[config.mk]
export PLATFORM = sky130hd
export DESIGN_NAME = uart_dump_tx
export DESIGN_NICKNAME = d
export VERILOG_FILES = /design/src/rtl/uart_dump_tx.sv
export SDC_FILE = /design/constraint.sdc
export NUM_CORES = 1
export LEC_CHECK = 0
export CORE_AREA = 2 2 92 94
export DETAILED_ROUTE_END_ITERATION = 6
export DIE_AREA = 0 0 94 96
export HOLD_SLACK_MARGIN = 0.15
export PLACE_DENSITY = 0.8
export SETUP_SLACK_MARGIN = 0.5
export SLEW_MARGIN = 10
export SYNTH_ARGS = -nofsm -noshare
export SYNTH_HDL_FRONTEND = slang
export SYNTH_SLANG_ARGS = --single-unit
[constraint.sdc]
create_clock -name clk_i -period 2.9 [get_ports clk_i]
set_input_delay 0.29 -clock clk_i [delete_from_list [all_inputs] [get_ports clk_i]]
set_output_delay 0.29 -clock clk_i [all_outputs]
set_load 0.02 [all_outputs]
[src/rtl/uart_dump_tx.sv]
// uart_dump_tx: streams DUMP_WORDS words of instruction memory out over UART, LSB first, byte0 first.
// Optional UART_DUMP_PARITY_EN: adds an even parity bit after the data bits (8E1 instead of 8N1).
module uart_dump_tx #(
    parameter int CLK_FREQ   = 50_000_000,
    parameter int UART_BPS   = 115200,
    parameter int DUMP_WORDS = 1024
) (
    input  logic        clk_i,
    input  logic        rst_n_i,
    input  logic        dump_en_i,
    output logic        rib_rreq_o,
    output logic        mem_ren_o,
    output logic [31:0] mem_raddr_o,
    input  logic [31:0] mem_rdata_i,
    output logic        uart_tx,
    output logic        busy_o,
    output logic        done_o
);
    localparam int BAUD_CNT = CLK_FREQ / UART_BPS;
    localparam int BW = (BAUD_CNT > 1) ? $clog2(BAUD_CNT) : 1;
    localparam logic [BW-1:0] BAUD_LAST = BW'(BAUD_CNT - 1);
    localparam logic [15:0] LAST_WORD = 16'(DUMP_WORDS - 1);
    localparam logic [3:0] S_IDLE  = 4'd0;
    localparam logic [3:0] S_RD    = 4'd1;
    localparam logic [3:0] S_WAIT  = 4'd2;
    localparam logic [3:0] S_LOAD  = 4'd3;
    localparam logic [3:0] S_START = 4'd4;
    localparam logic [3:0] S_DATA  = 4'd5;
    localparam logic [3:0] S_STOP  = 4'd6;
    localparam logic [3:0] S_DONE  = 4'd7;
`ifdef UART_DUMP_PARITY_EN
    localparam logic [3:0] S_PAR   = 4'd8;
    localparam logic [3:0] S_AFTER = S_PAR;
`else
    localparam logic [3:0] S_AFTER = S_STOP;
`endif

    logic          r_en_m;
    logic          r_en_s;
    logic          r_en_d;
    logic [3:0]    r_state;
    logic [3:0]    w_next;
    logic [BW-1:0] r_baud;
    logic [2:0]    r_bit;
    logic [2:0]    w_bit_nxt;
    logic [1:0]    r_byte;
    logic [15:0]   r_word;
    logic [31:0]   r_shift;
    logic          r_tx;
    logic          w_tx_nxt;
    logic          w_busy;
    logic          w_abort;
    logic          w_enter;
    logic          w_timed;
    logic          w_wrap;

    assign w_busy  = (r_state != S_IDLE) && (r_state != S_DONE);
    assign w_abort = w_busy && !r_en_s;
    assign w_enter = (w_next != r_state);
    assign w_wrap  = (r_baud == BAUD_LAST);
`ifdef UART_DUMP_PARITY_EN
    assign w_timed = (r_state == S_START) || (r_state == S_DATA) || (r_state == S_STOP) || (r_state == S_PAR);
`else
    assign w_timed = (r_state == S_START) || (r_state == S_DATA) || (r_state == S_STOP);
`endif

    // two-flop synchronizer for the async request plus a delayed copy for edge detection
    always_ff @(posedge clk_i or negedge rst_n_i) begin
        if (!rst_n_i) begin
            r_en_m <= 1'b0;
            r_en_s <= 1'b0;
            r_en_d <= 1'b0;
        end else begin
            r_en_m <= dump_en_i;
            r_en_s <= r_en_m;
            r_en_d <= r_en_s;
        end
    end

    // next-state logic; a dropped request in any busy state wins over everything
    always_comb begin
        w_next = r_state;
        if (w_abort) w_next = S_IDLE;
        else begin
            case (r_state)
                S_IDLE:  w_next = (r_en_s && !r_en_d) ? S_RD : S_IDLE;
                S_RD:    w_next = S_WAIT;
                S_WAIT:  w_next = S_LOAD;
                S_LOAD:  w_next = S_START;
                S_START: w_next = w_wrap ? S_DATA : S_START;
                S_DATA:  w_next = (w_wrap && r_bit == 3'd7) ? S_AFTER : S_DATA;
`ifdef UART_DUMP_PARITY_EN
                S_PAR:   w_next = w_wrap ? S_STOP : S_PAR;
`endif
                S_STOP:  w_next = !w_wrap ? S_STOP : (r_byte != 2'd3) ? S_START : (r_word != LAST_WORD) ? S_RD : S_DONE;
                S_DONE:  w_next = r_en_s ? S_DONE : S_IDLE;
                default: w_next = S_IDLE;
            endcase
        end
    end

    // state register
    always_ff @(posedge clk_i or negedge rst_n_i) begin
        if (!rst_n_i) r_state <= S_IDLE;
        else r_state <= w_next;
    end

    // bit-period counter: restarts on every state entry and at each bit boundary
    always_ff @(posedge clk_i or negedge rst_n_i) begin
        if (!rst_n_i) r_baud <= '0;
        else r_baud <= (w_enter || w_wrap || !w_timed) ? '0 : r_baud + 1'b1;
    end

    // data bit index within the current byte
    assign w_bit_nxt = (r_state == S_DATA && w_next == S_DATA) ? (w_wrap ? r_bit + 3'd1 : r_bit) : 3'd0;

    // bit counter register
    always_ff @(posedge clk_i or negedge rst_n_i) begin
        if (!rst_n_i) r_bit <= 3'd0;
        else r_bit <= w_bit_nxt;
    end

    // byte and word counters; both drop to zero whenever the FSM heads to IDLE
    always_ff @(posedge clk_i or negedge rst_n_i) begin
        if (!rst_n_i) begin
            r_byte <= 2'd0;
            r_word <= 16'd0;
        end else if (w_next == S_IDLE) begin
            r_byte <= 2'd0;
            r_word <= 16'd0;
        end else begin
            if (r_state == S_LOAD) r_byte <= 2'd0;
            else if (r_state == S_STOP && w_next == S_START) r_byte <= r_byte + 2'd1;
            if (r_state == S_STOP && w_next == S_RD) r_word <= r_word + 16'd1;
        end
    end

    // word shift register: captures read data in the cycle it is valid, then moves down a byte per frame
    always_ff @(posedge clk_i or negedge rst_n_i) begin
        if (!rst_n_i) r_shift <= 32'd0;
        else if (w_next == S_IDLE) r_shift <= 32'd0;
        else if (r_state == S_WAIT) r_shift <= mem_rdata_i;
        else if (r_state == S_STOP && w_next == S_START) r_shift <= {8'd0, r_shift[31:8]};
    end

    // line level for the state being entered, so the serial output is glitch-free
    always_comb begin
        w_tx_nxt = 1'b1;
        if (w_next == S_START) w_tx_nxt = 1'b0;
        else if (w_next == S_DATA) w_tx_nxt = r_shift[w_bit_nxt];
`ifdef UART_DUMP_PARITY_EN
        else if (w_next == S_PAR) w_tx_nxt = ^r_shift[7:0];
`endif
    end

    // registered serial output, idle high
    always_ff @(posedge clk_i or negedge rst_n_i) begin
        if (!rst_n_i) r_tx <= 1'b1;
        else r_tx <= w_tx_nxt;
    end

    assign uart_tx     = r_tx;
    assign busy_o      = w_busy;
    assign rib_rreq_o  = w_busy;
    assign done_o      = (r_state == S_DONE);
    assign mem_ren_o   = (r_state == S_RD);
    assign mem_raddr_o = {14'd0, r_word, 2'b00};
endmodule

# == Word level (Yosys, flattened, before mapping) ==
# Index checks and enable logic that the tools add are counted.
# W data, S select, Z words.
# op_classes
n_addsub,4
n_lt_le_gt_ge,1
muxes,24
reduce_logical,20
n_eq_ne,16
# ops
operator,count
$mux W32,3
$mux W16,2
$eq A4 B3 Y1 const B,6
$pmux W3 S8,1
$mux W3,6
$add A16 B1 Y16 const B,1
$ne A16 B10 Y1 const B,1
$add A9 B1 Y9 const B,1
$eq A9 B9 Y1 const B,1
$mux W9,1
$eq A4 B1 Y1 const B,2
$eq A4 B2 Y1 const B,2
$logic_not A4 Y1,2
$mux W2,4
$logic_and A1 B1 Y1,7
$lt A3 B6 Y1 const B,1
$reduce_bool A3 Y1,2
$mux W1,5
$logic_or A1 B1 Y1,4
$mux W4,1
$ne A4 B3 Y1 const B,1
$ne A4 B4 Y1,1
$reduce_bool A4 Y1,1
$add A3 B1 Y3 const B,1
other kinds (6),8
# word_totals
in_bits,35
wordCells,75
out_inout_bits,37
reg_bits,70

# == Depth between registers and ports, before layout ==
# Gate-level depths: netlist of the first run.
# logic_depth
word_depth,13
mapped_depth,12
ltp_nobuf,8

# == Worst setup path before layout of the first run ==
# Ideal clock, no wire load.
# synth_path
path_kind,reg-to-reg
from,register r_baud[0]
to,register r_shift[22]
setup_time_ns,0.145
synth_period_minus_slack_ns,2.460
slack_ns,0.440
arrival_ns,2.315
n_path_buf,3
stages_incl_launch_ff,11
required_time_ns,2.755
path_cell_list,dfrtp_1 -> ha_1 -> and4_4 -> and2_1 -> buf_6 -> a311oi_4 -> a31oi_1 -> buf_4 -> buf_6 -> nor4_1 -> a2111oi_4
# synth_between
elab_chain_cells,8
word_cells_on_any_way,12
cone_classes,2 x eq/ne; 6 x mux; 4 x reduce/logical
# synth_rtl
item,line,text
"start, declared",43,logic [BW-1:0] r_baud;
"start signal, assigned",111,else r_baud <= (w_enter || w_wrap || !w_timed) ? '0 : r_baud + 1'b1;
$eq A9 B9 Y1 (*),60,assign w_wrap = (r_baud == BAUD_LAST);
$logic_and A1 B1 Y1,91,S_DATA: w_next = (w_wrap && r_bit == 3'd7) ? S_AFTER : S_DATA;
$mux W2,91,
$pmux W3 S8 (*),85,case (r_state)
$mux W4 (*),83,if (w_abort) w_next = S_IDLE;
$eq A4 B3 Y1,143,"else if (r_state == S_STOP && w_next == S_START) r_shift <= {8'd0, r_shift[31:8]};"
$logic_and A1 B1 Y1,143,
$reduce_bool A3 Y1 (no source line),-,
"end signal, assigned",142,else if (r_state == S_WAIT) r_shift <= mem_rdata_i;
"end signal, assigned",143,
"end, declared",48,logic [31:0] r_shift;
# Every way passes the cells marked *; elsewhere a longest branch is shown, timed or not.
# A chain may end at the register's enable or synchronous reset.

# == Worst setup path in the final report of the first run ==
# layout_path
from,register r_baud[1]
to,register r_word[15]
# layout_between
elab_chain_cells,8
word_cells_on_any_way,12
cone_classes,2 x eq/ne; 6 x mux; 4 x reduce/logical
# layout_rtl
item,line,text
$eq A9 B9 Y1 (*),60,
$logic_and A1 B1 Y1,91,
$mux W2,91,
$pmux W3 S8 (*),85,
$mux W4 (*),83,
named net w_next[0],42,logic [3:0] w_next;
$eq A4 B1 Y1,134,if (r_state == S_STOP && w_next == S_RD) r_word <= r_word + 16'd1;
$logic_and A1 B1 Y1,134,
$reduce_bool A2 Y1 (no source line),-,
"end signal, assigned",134,
"end, declared",47,logic [15:0] r_word;
# The timed path passes the listed nets; every way through them passes the cells marked *.

==> results of run 1 <==
-- worst max-delay path by stage --
stage / cells past startpoint / endpoint / slack (ps)
floorplan: 8 / r_byte[1]$_DFFE_PN0P_ / 510
global route: 8 / r_word[15]$_DFFE_PN0P_ / 200
finish: 10 / r_word[15]$_DFFE_PN0P_ / 250
global placement: 8 / r_byte[1]$_DFFE_PN0P_ / 280
CTS: 8 / r_word[10]$_DFFE_PN0P_ / 430
detailed placement: 8 / r_byte[1]$_DFFE_PN0P_ / 200
-- cell type report --
type                    count  share of cell area, %
multi-input cells         318                   42.2
inverters                   7                  0.440
repair buffers            124                   22.3
well taps                 105                   2.20
clock buffers              13                   2.66
flip-flops and latches     69                   29.0
clock inverters             3                   1.13
-- kinds of logic (layout without fill, tap and decap cells) --
family	count (synthesis)	in the layout	share of synthesized area, %
simple gates	180	180	22.8
buf+inv	55	147	8.12
compound gates	97	97	20.3
xor+xnor	11	11	2.35
mux	8	8	2.35
fa+ha+maj	6	6	1.83
flops	69	69	42.2
other cells	1	16	0.0915
-- through the flow --
step                      total power, mW  area, µm²  util, %
after floorplan                      2.64       4160        -
after global placement               3.00       4710     58.5
after detailed placement             3.06       4710     58.5
after CTS                            4.32       5260     65.3
after global routing                 5.66       5980     74.2
final                                5.43       5980     74.2
-- Yosys cell counts, types with 3 or more instances --
library cell,instances
a2111oi_0,3
a2111oi_2,15
a211oi_1,9
a21oi_1,22
a31oi_1,3
and2_1,3
and3_1,3
buf_2,8
buf_4,19
buf_6,6
clkbuf_1,15
dfrtp_1,68
ha_1,6
inv_1,7
mux2_2,3
mux2i_1,4
nand2_1,26
nand3_1,10
nand3b_1,3
nand4_1,6
nor2_1,70
nor3_1,8
nor4_1,17
o211ai_1,8
o21ai_0,11
o22ai_1,9
o31ai_1,3
or3_1,18
xnor2_1,6
xor2_1,5
-- flip-flops by register name, summed over array words and instances (netlist names) --
register,count
r_en_d,1
uart_tx,1
r_baud,9
r_en_m,1
r_byte,2
r_word,16
r_state,3
r_en_s,1
r_shift,32
r_bit,3
-- power groups by stage --
stage / sequential, mW / clock, mW / combinational (mW)
final: 1.32 / 0.894 / 3.22
after global routing: 1.33 / 0.942 / 3.38
after CTS: 1.29 / 0.898 / 2.14
after detailed placement: 1.30 / 0 / 1.76
after global placement: 1.29 / 0 / 1.71
after floorplan: 1.22 / 0 / 1.42
-- repair_timing --
action / in CTS / in global routing
hold buffers: 1 / 0
endpoints found under the setup margin: 49 / 56
gates resized for setup: 21 / 82
buffers inserted: 23 / 19
gates cloned: 1 / 8
pin swaps: 15 / 27
hold endpoints to repair: 14 / 0
-- cell usage in the layout, fill, tap and decap left out, types with 6 or more instances in the layout --
master           Yosys  layout
nand4_1              6       6
inv_1                7       7
a2111oi_4            2       9
conb_1               1      16
o21ai_0             11       9
dfrtp_1             68      62
nor2_1              70      59
a2111oi_2           15       9
nor2_2               0       8
or3_4                0       6
buf_6                6      11
clkbuf_8             0      11
nand2_1             26      26
xnor2_1              6       6
nor4_2               0       8
a21oi_1             22      18
nand3_1             10       9
o22ai_1              9       9
buf_12               0       8
o211ai_1             8       8
buf_4               19      42
clkbuf_16            0       6
dfrtp_2              0       6
or3_1               18      12
clkdlybuf4s50_1      0      54
a211oi_2             2       9
-- layer usage --
metal | track usage, % | wire (µm)
met5 | 0 | 0
met1 | 27.8 | 4750
met2 | 41.3 | 6680
met4 | 11.5 | 622
met3 | 4.78 | 821
-- critical path, cell delays in order, from the launching register on --
cell	delay, ps
dfrtp_1	360
inv_1	50
ha_1	170
and4_4	220
a311oi_4	420
o41a_1	330
nand4_1	270
buf_4	230
buf_4	130
o21ai_0	270
a21oi_2	90
==> reports/results.txt, run 1 <==
combinational power share -> 59.2%
GRT Overall Usage -> 23.6%
clock network power share -> 16.4%
clk root buf -> clkbuf_8
sequential share of power -> 24.4%
RePlAce Congestion -> 0.821
hpwl dp -> 6.38 mm
Filler cells -> 476
Net Sw Frac -> 40.1%
Die W -> 94 µm
TNS Setup -> 0 ps
Worst Hold Class -> flop to flop
Post-Layout Cell Count -> 639
Reg clk slew, reported paths -> 70 ps
mean area per synthesized cell -> 9.59 µm²
Reg area -> 1740 µm²
maximum root-to-sink buffer count -> 2
fin. max-slew vios -> 0
synth top area cells -> dfrtp_1 (42%), nor2_1 (6.4%), a2111oi_2 (5.5%)
count of different cell masters after synthesis -> 57
#FFs+latches synth -> 69
Post-synth ARST share -> 100%
DP Cell Count -> 571
Placeable Area -> 8050 µm²
Power Density -> 909 nW/µm²
Routed WL -> 12.9 mm
status -> complete, no violations
Net Switching -> 2.18 mW
Final Hold Slack -> 363 ps
vias in the first global route -> 3563
Tcrit/Tclk final -> 91.4%
DIE AREA -> 9020 µm²
total gr overflow -> 0
H-tree depth -> 3
nets -> 570
CP Data Required Time -> 3130 ps
Worst R2R Setup Slack -> 250 ps
Post-synth top flop -> dfrtp_1
final worst slack -> 250 ps
CTS Sinks -> 69
I/O Buffers -> 55
worst hold start -> r_en_m$_DFF_PN0_
Layout area overhead -> 45.9%
final setup skew -> 10.9 ps
Hold Crit Depth -> 0
DRT Pass-1 Iters -> 5
cell internal pwr -> 3.26 mW
worst setup path class -> flop to flop
CTS tree -> done
1st-iter DRT viols -> 287
wire length of the first global-routing pass -> 16.6 mm
RR Startpoint -> r_baud[1]$_DFF_PN0_
synth warn -> 0
multi-input logic area -> 2520 µm²
Setup WS pre-CTS -> 196 ps
synthesized instance count -> 427
layout cells sized above 1 -> 32.4%
fmax -> 0.377 GHz
largest net degree at the start of global routing -> 49
Antenna Nets Post-Route -> 0
initial antenna violation count -> 0
final setup fails -> 0
IO Pins -> 72
Startpoint Class -> flop
DRC viols -> 0
die extent in y -> 96 µm
worst setup path startpoint -> r_baud[1]$_DFF_PN0_
Final Hold Fails -> 0
unrepaired setup endpoints after global routing -> true
crit path capture type -> flop
worst-skew pair later-pin latency -> 350 ps
Reg2Reg Depth -> 10
worst slew pin tran -> 921 ps
DR WL/cell -> 20.1 µm
row cnt -> 33
maxcap violations -> 0
peak supply drop -> 647 µV
Vias/cell -> 6.28
Seq/Total Area, Yosys -> 42.2%
Rel. slew slack -> 38.5%
WP data arrival -> 2880 ps
TritonCTS Buffers -> 9
Post-synth EDFFs -> 0
Worst Path Max Fanout -> 5
n_diodes -> 0
Final min period -> 2650 ps
dominant cell type by area after synthesis -> dfrtp_1
initial core utilization -> 50.9%
Post-Synthesis Cell Area -> 4100 µm²
hold path endpoint -> r_en_s$_DFF_PN0_
area fraction of the dominant cell type after synthesis -> 41.5%
Crit Reg-Reg Endpoint -> r_word[15]$_DFFE_PN0P_
vias -> 4014
Lkg Pwr -> 2.33 nW
Note: power is estimated with default switching activity, not from simulation.
==> inputs of run 2 (changes only) <==
--- a/config.mk
+++ b/config.mk
@@ -5,9 +5,10 @@
 export SDC_FILE = /design/constraint.sdc
 export NUM_CORES = 1
 export LEC_CHECK = 0
-export CORE_AREA = 2 2 92 94
+export ABC_AREA = 1
+export CORE_AREA = 2 2 90 92
 export DETAILED_ROUTE_END_ITERATION = 6
-export DIE_AREA = 0 0 94 96
+export DIE_AREA = 0 0 92 94
 export HOLD_SLACK_MARGIN = 0.15
 export PLACE_DENSITY = 0.8
 export SETUP_SLACK_MARGIN = 0.5
==> reports/results.txt, run 2 <==
initial core utilization -> 51.2%
Power Density -> 767 nW/µm²
Startpoint Class -> flop
Reg clk slew, reported paths -> 70 ps
row cnt -> 32
combinational power share -> 45.8%
RePlAce Congestion -> 0.922
Layout area overhead -> 28.8%
final setup skew -> 11.7 ps
n_diodes -> 0
status -> complete, no violations
Tcrit/Tclk final -> 81.4%
initial antenna violation count -> 0
commonest cells in the netlist -> nand2_1 (136), dfrtp_1 (68), nand3_1 (68), inv_1 (51), nor2_1 (42)
TritonCTS Buffers -> 9
IO Pins -> 72
DRC viols -> 0
total power -> 3.85 mW
crit path capture type -> flop
Post-Synth Simple-Gate Area -> 33.3%
largest net degree at the start of global routing -> 43
Lkg Pwr -> 2.43 nW
H-tree depth -> 3
largest family of logic cells by synthesized area -> simple AND/OR/NAND/NOR gates
WP data arrival -> 2590 ps
maxcap violations -> 0
Worst Hold Class -> flop to flop
post-synthesis adder-cell area fraction -> 1.93%
TNS Setup -> 0 ps
xor/xnor cell area share of the yosys netlist -> 1.58%
Vias/cell -> 5.18
area fraction of the dominant cell type after synthesis -> 43.7%
Routed WL -> 9.20 mm
Reg area -> 1730 µm²
Net Switching -> 1.60 mW
Net Sw Frac -> 41.6%
Post-Synthesis Cell Area -> 3890 µm²
commonest cells after routing, fill and taps aside -> nand2_1 (127), nand3_1 (67), dfrtp_1 (64)
Synth Area in Compound Gates -> 6.82%
max reg flops -> 32
Final min period -> 2360 ps
Largest regs -> r_shift: 32 flops, r_word: 16 flops, r_baud: 9 flops
CTS tree -> done
sequential share of power -> 30.8%
fmax -> 0.424 GHz
count of different cell masters after synthesis -> 35
Post-synth EDFFs -> 0
vias -> 3601
count leader, synth -> nand2_1
peak supply drop -> 594 µV
vias in the first global route -> 3345
die extent in y -> 94 µm
Most flops, register -> r_shift
CTS Sinks -> 69
Die W -> 92 µm
cell internal pwr -> 2.25 mW
total gr overflow -> 0
maximum root-to-sink buffer count -> 2
fin. max-slew vios -> 0
synthesized instance count -> 520
layout cells sized above 1 -> 15.5%
worst slew pin tran -> 931 ps
Final Hold Slack -> 354 ps
commonest non-fill, non-tap cell in the layout -> nand2_1
synth top area cells -> dfrtp_1 (44%), nand2_1 (13%), nand3_1 (8.7%)
DIE AREA -> 8650 µm²
hpwl dp -> 6.28 mm
nets -> 629
GRT Overall Usage -> 21.5%
worst-skew pair later-pin latency -> 350 ps
Post-synth top flop -> dfrtp_1
wire length of the first global-routing pass -> 14.8 mm
worst setup path class -> flop to flop
synth warn -> 0
Placeable Area -> 7610 µm²
I/O Buffers -> 55
Final Hold Fails -> 0
Post-synth ARST share -> 100%
DR WL/cell -> 13.2 µm
Worst Path Max Fanout -> 6
DRT Pass-1 Iters -> 5
CP Data Required Time -> 3130 ps
multi-input logic area -> 1930 µm²
dominant cell type by area after synthesis -> dfrtp_1
Rel. slew slack -> 37.9%
#FFs+latches synth -> 69
multiplexer share of the synthesized area -> 0.514%
Antenna Nets Post-Route -> 0
Seq/Total Area, Yosys -> 44.4%
unrepaired setup endpoints after global routing -> true
mean area per synthesized cell -> 7.48 µm²
Filler cells -> 612
1st-iter DRT viols -> 211
clk root buf -> clkbuf_8
clock network power share -> 23.5%
final setup fails -> 0
-- run 2: cell types whose count changed in the layout (fill, tap and decap cells not counted), sizes merged, moves of 11 or more --
cell	before	now
nand3	10	70
a21oi	22	11
nand2	26	139
buf	63	21
nor2	70	48
inv	7	62
a2111oi	20	0
a211oi	11	0
or3	18	0
nor4	17	4
o21ai	11	34
-- run 2: per-layer routing --
metal	track usage [%]	part of all wire (%)	wire length (µm)	up-vias
met3	3.93	5.2	481	10
li1	-	-	-	1772
met5	0	0	0	-
met4	8.71	1.6	144	0
met1	28.2	43	3990	1705
met2	35.3	50	4580	114
-- run 2: metrics by stage --
step	utilization, %	cells	setup WS [ps]	cell area, µm²
after floorplan	-	535	631	3950
after global placement	58.9	665	574	4480
after detailed placement	58.9	665	453	4480
after CTS	62.3	682	504	4740
after global routing	65.9	695	400	5010
final	65.9	695	540	5010
-- run 2: power by group through the flow --
stage | combinational [mW] | sequential [mW] | clock [mW]
5_1_grt | 1.93 | 1.20 | 0.958
6_report | 1.76 | 1.18 | 0.902
3_5_place_dp | 1.47 | 1.19 | 0
4_1_cts | 1.50 | 1.18 | 0.921
2_1_floorplan | 1.11 | 1.17 | 0
3_3_place_gp | 1.44 | 1.19 | 0
-- run 2: worst max-delay path: stages (launching register included) --
cell and delay [ps]:
dfrtp_1 400, inv_1 70, ha_2 160, nand2_2 80, inv_2 60, nand2_2 50, nor2_4 120, nand3_2 80
nand2_2 100, nor2_2 50, nor2_4 130, nand2_4 70, nor2_4 230, nand3_4 140, nor3_4 220, nand2_2 80
o21ai_1 130, a21oi_1 50
-- run 2: cells by family after synthesis --
group                    after synthesis
XOR/XNOR                               7
buffers and inverters                 98
other                                  1
flip-flops                            69
multiplexers                           2
AND/OR/NAND/NOR                      287
adder cells (fa/ha/maj)                6
AO/OA/AOI/OAI                         50
-- run 2: timing repair --
item | in CTS | in global routing
gates resized for setup | 3 | 41
hold buffers | 1 | 0
endpoints found under the setup margin | 7 | 60
endpoints found under the hold margin | 39 | 0
pin swaps | 1 | 10
gates cloned | 0 | 1
setup buffers | 0 | 12
-- run 2: layout make-up --
| type | instances | area share, % |
|---|---|---|
| multi-input cells | 368 | 38.5 |
| flip-flops and latches | 69 | 34.6 |
| repair buffers | 77 | 15.0 |
| inverters | 63 | 4.72 |
| clock buffers | 11 | 3.02 |
| well taps | 102 | 2.55 |
| clock inverters | 5 | 1.65 |
-- run 2: path summary, 6_finish.rpt --
kind,startpoint,end,slack (ps),depth (start not counted)
setup / recovery,r_baud[1]$_DFF_PN0_,r_word[11]$_DFFE_PN0P_,540,17
min in group asynchronous,rst_n_i,r_word[13]$_DFFE_PN0P_,620,2
max in group asynchronous,rst_n_i,uart_tx$_DFF_PN1_,1440,3
setup reg to reg,r_baud[1]$_DFF_PN0_,r_word[11]$_DFFE_PN0P_,540,17
hold reg to reg,r_en_m$_DFF_PN0_,r_en_s$_DFF_PN0_,350,0
hold / removal,r_en_m$_DFF_PN0_,r_en_s$_DFF_PN0_,350,0
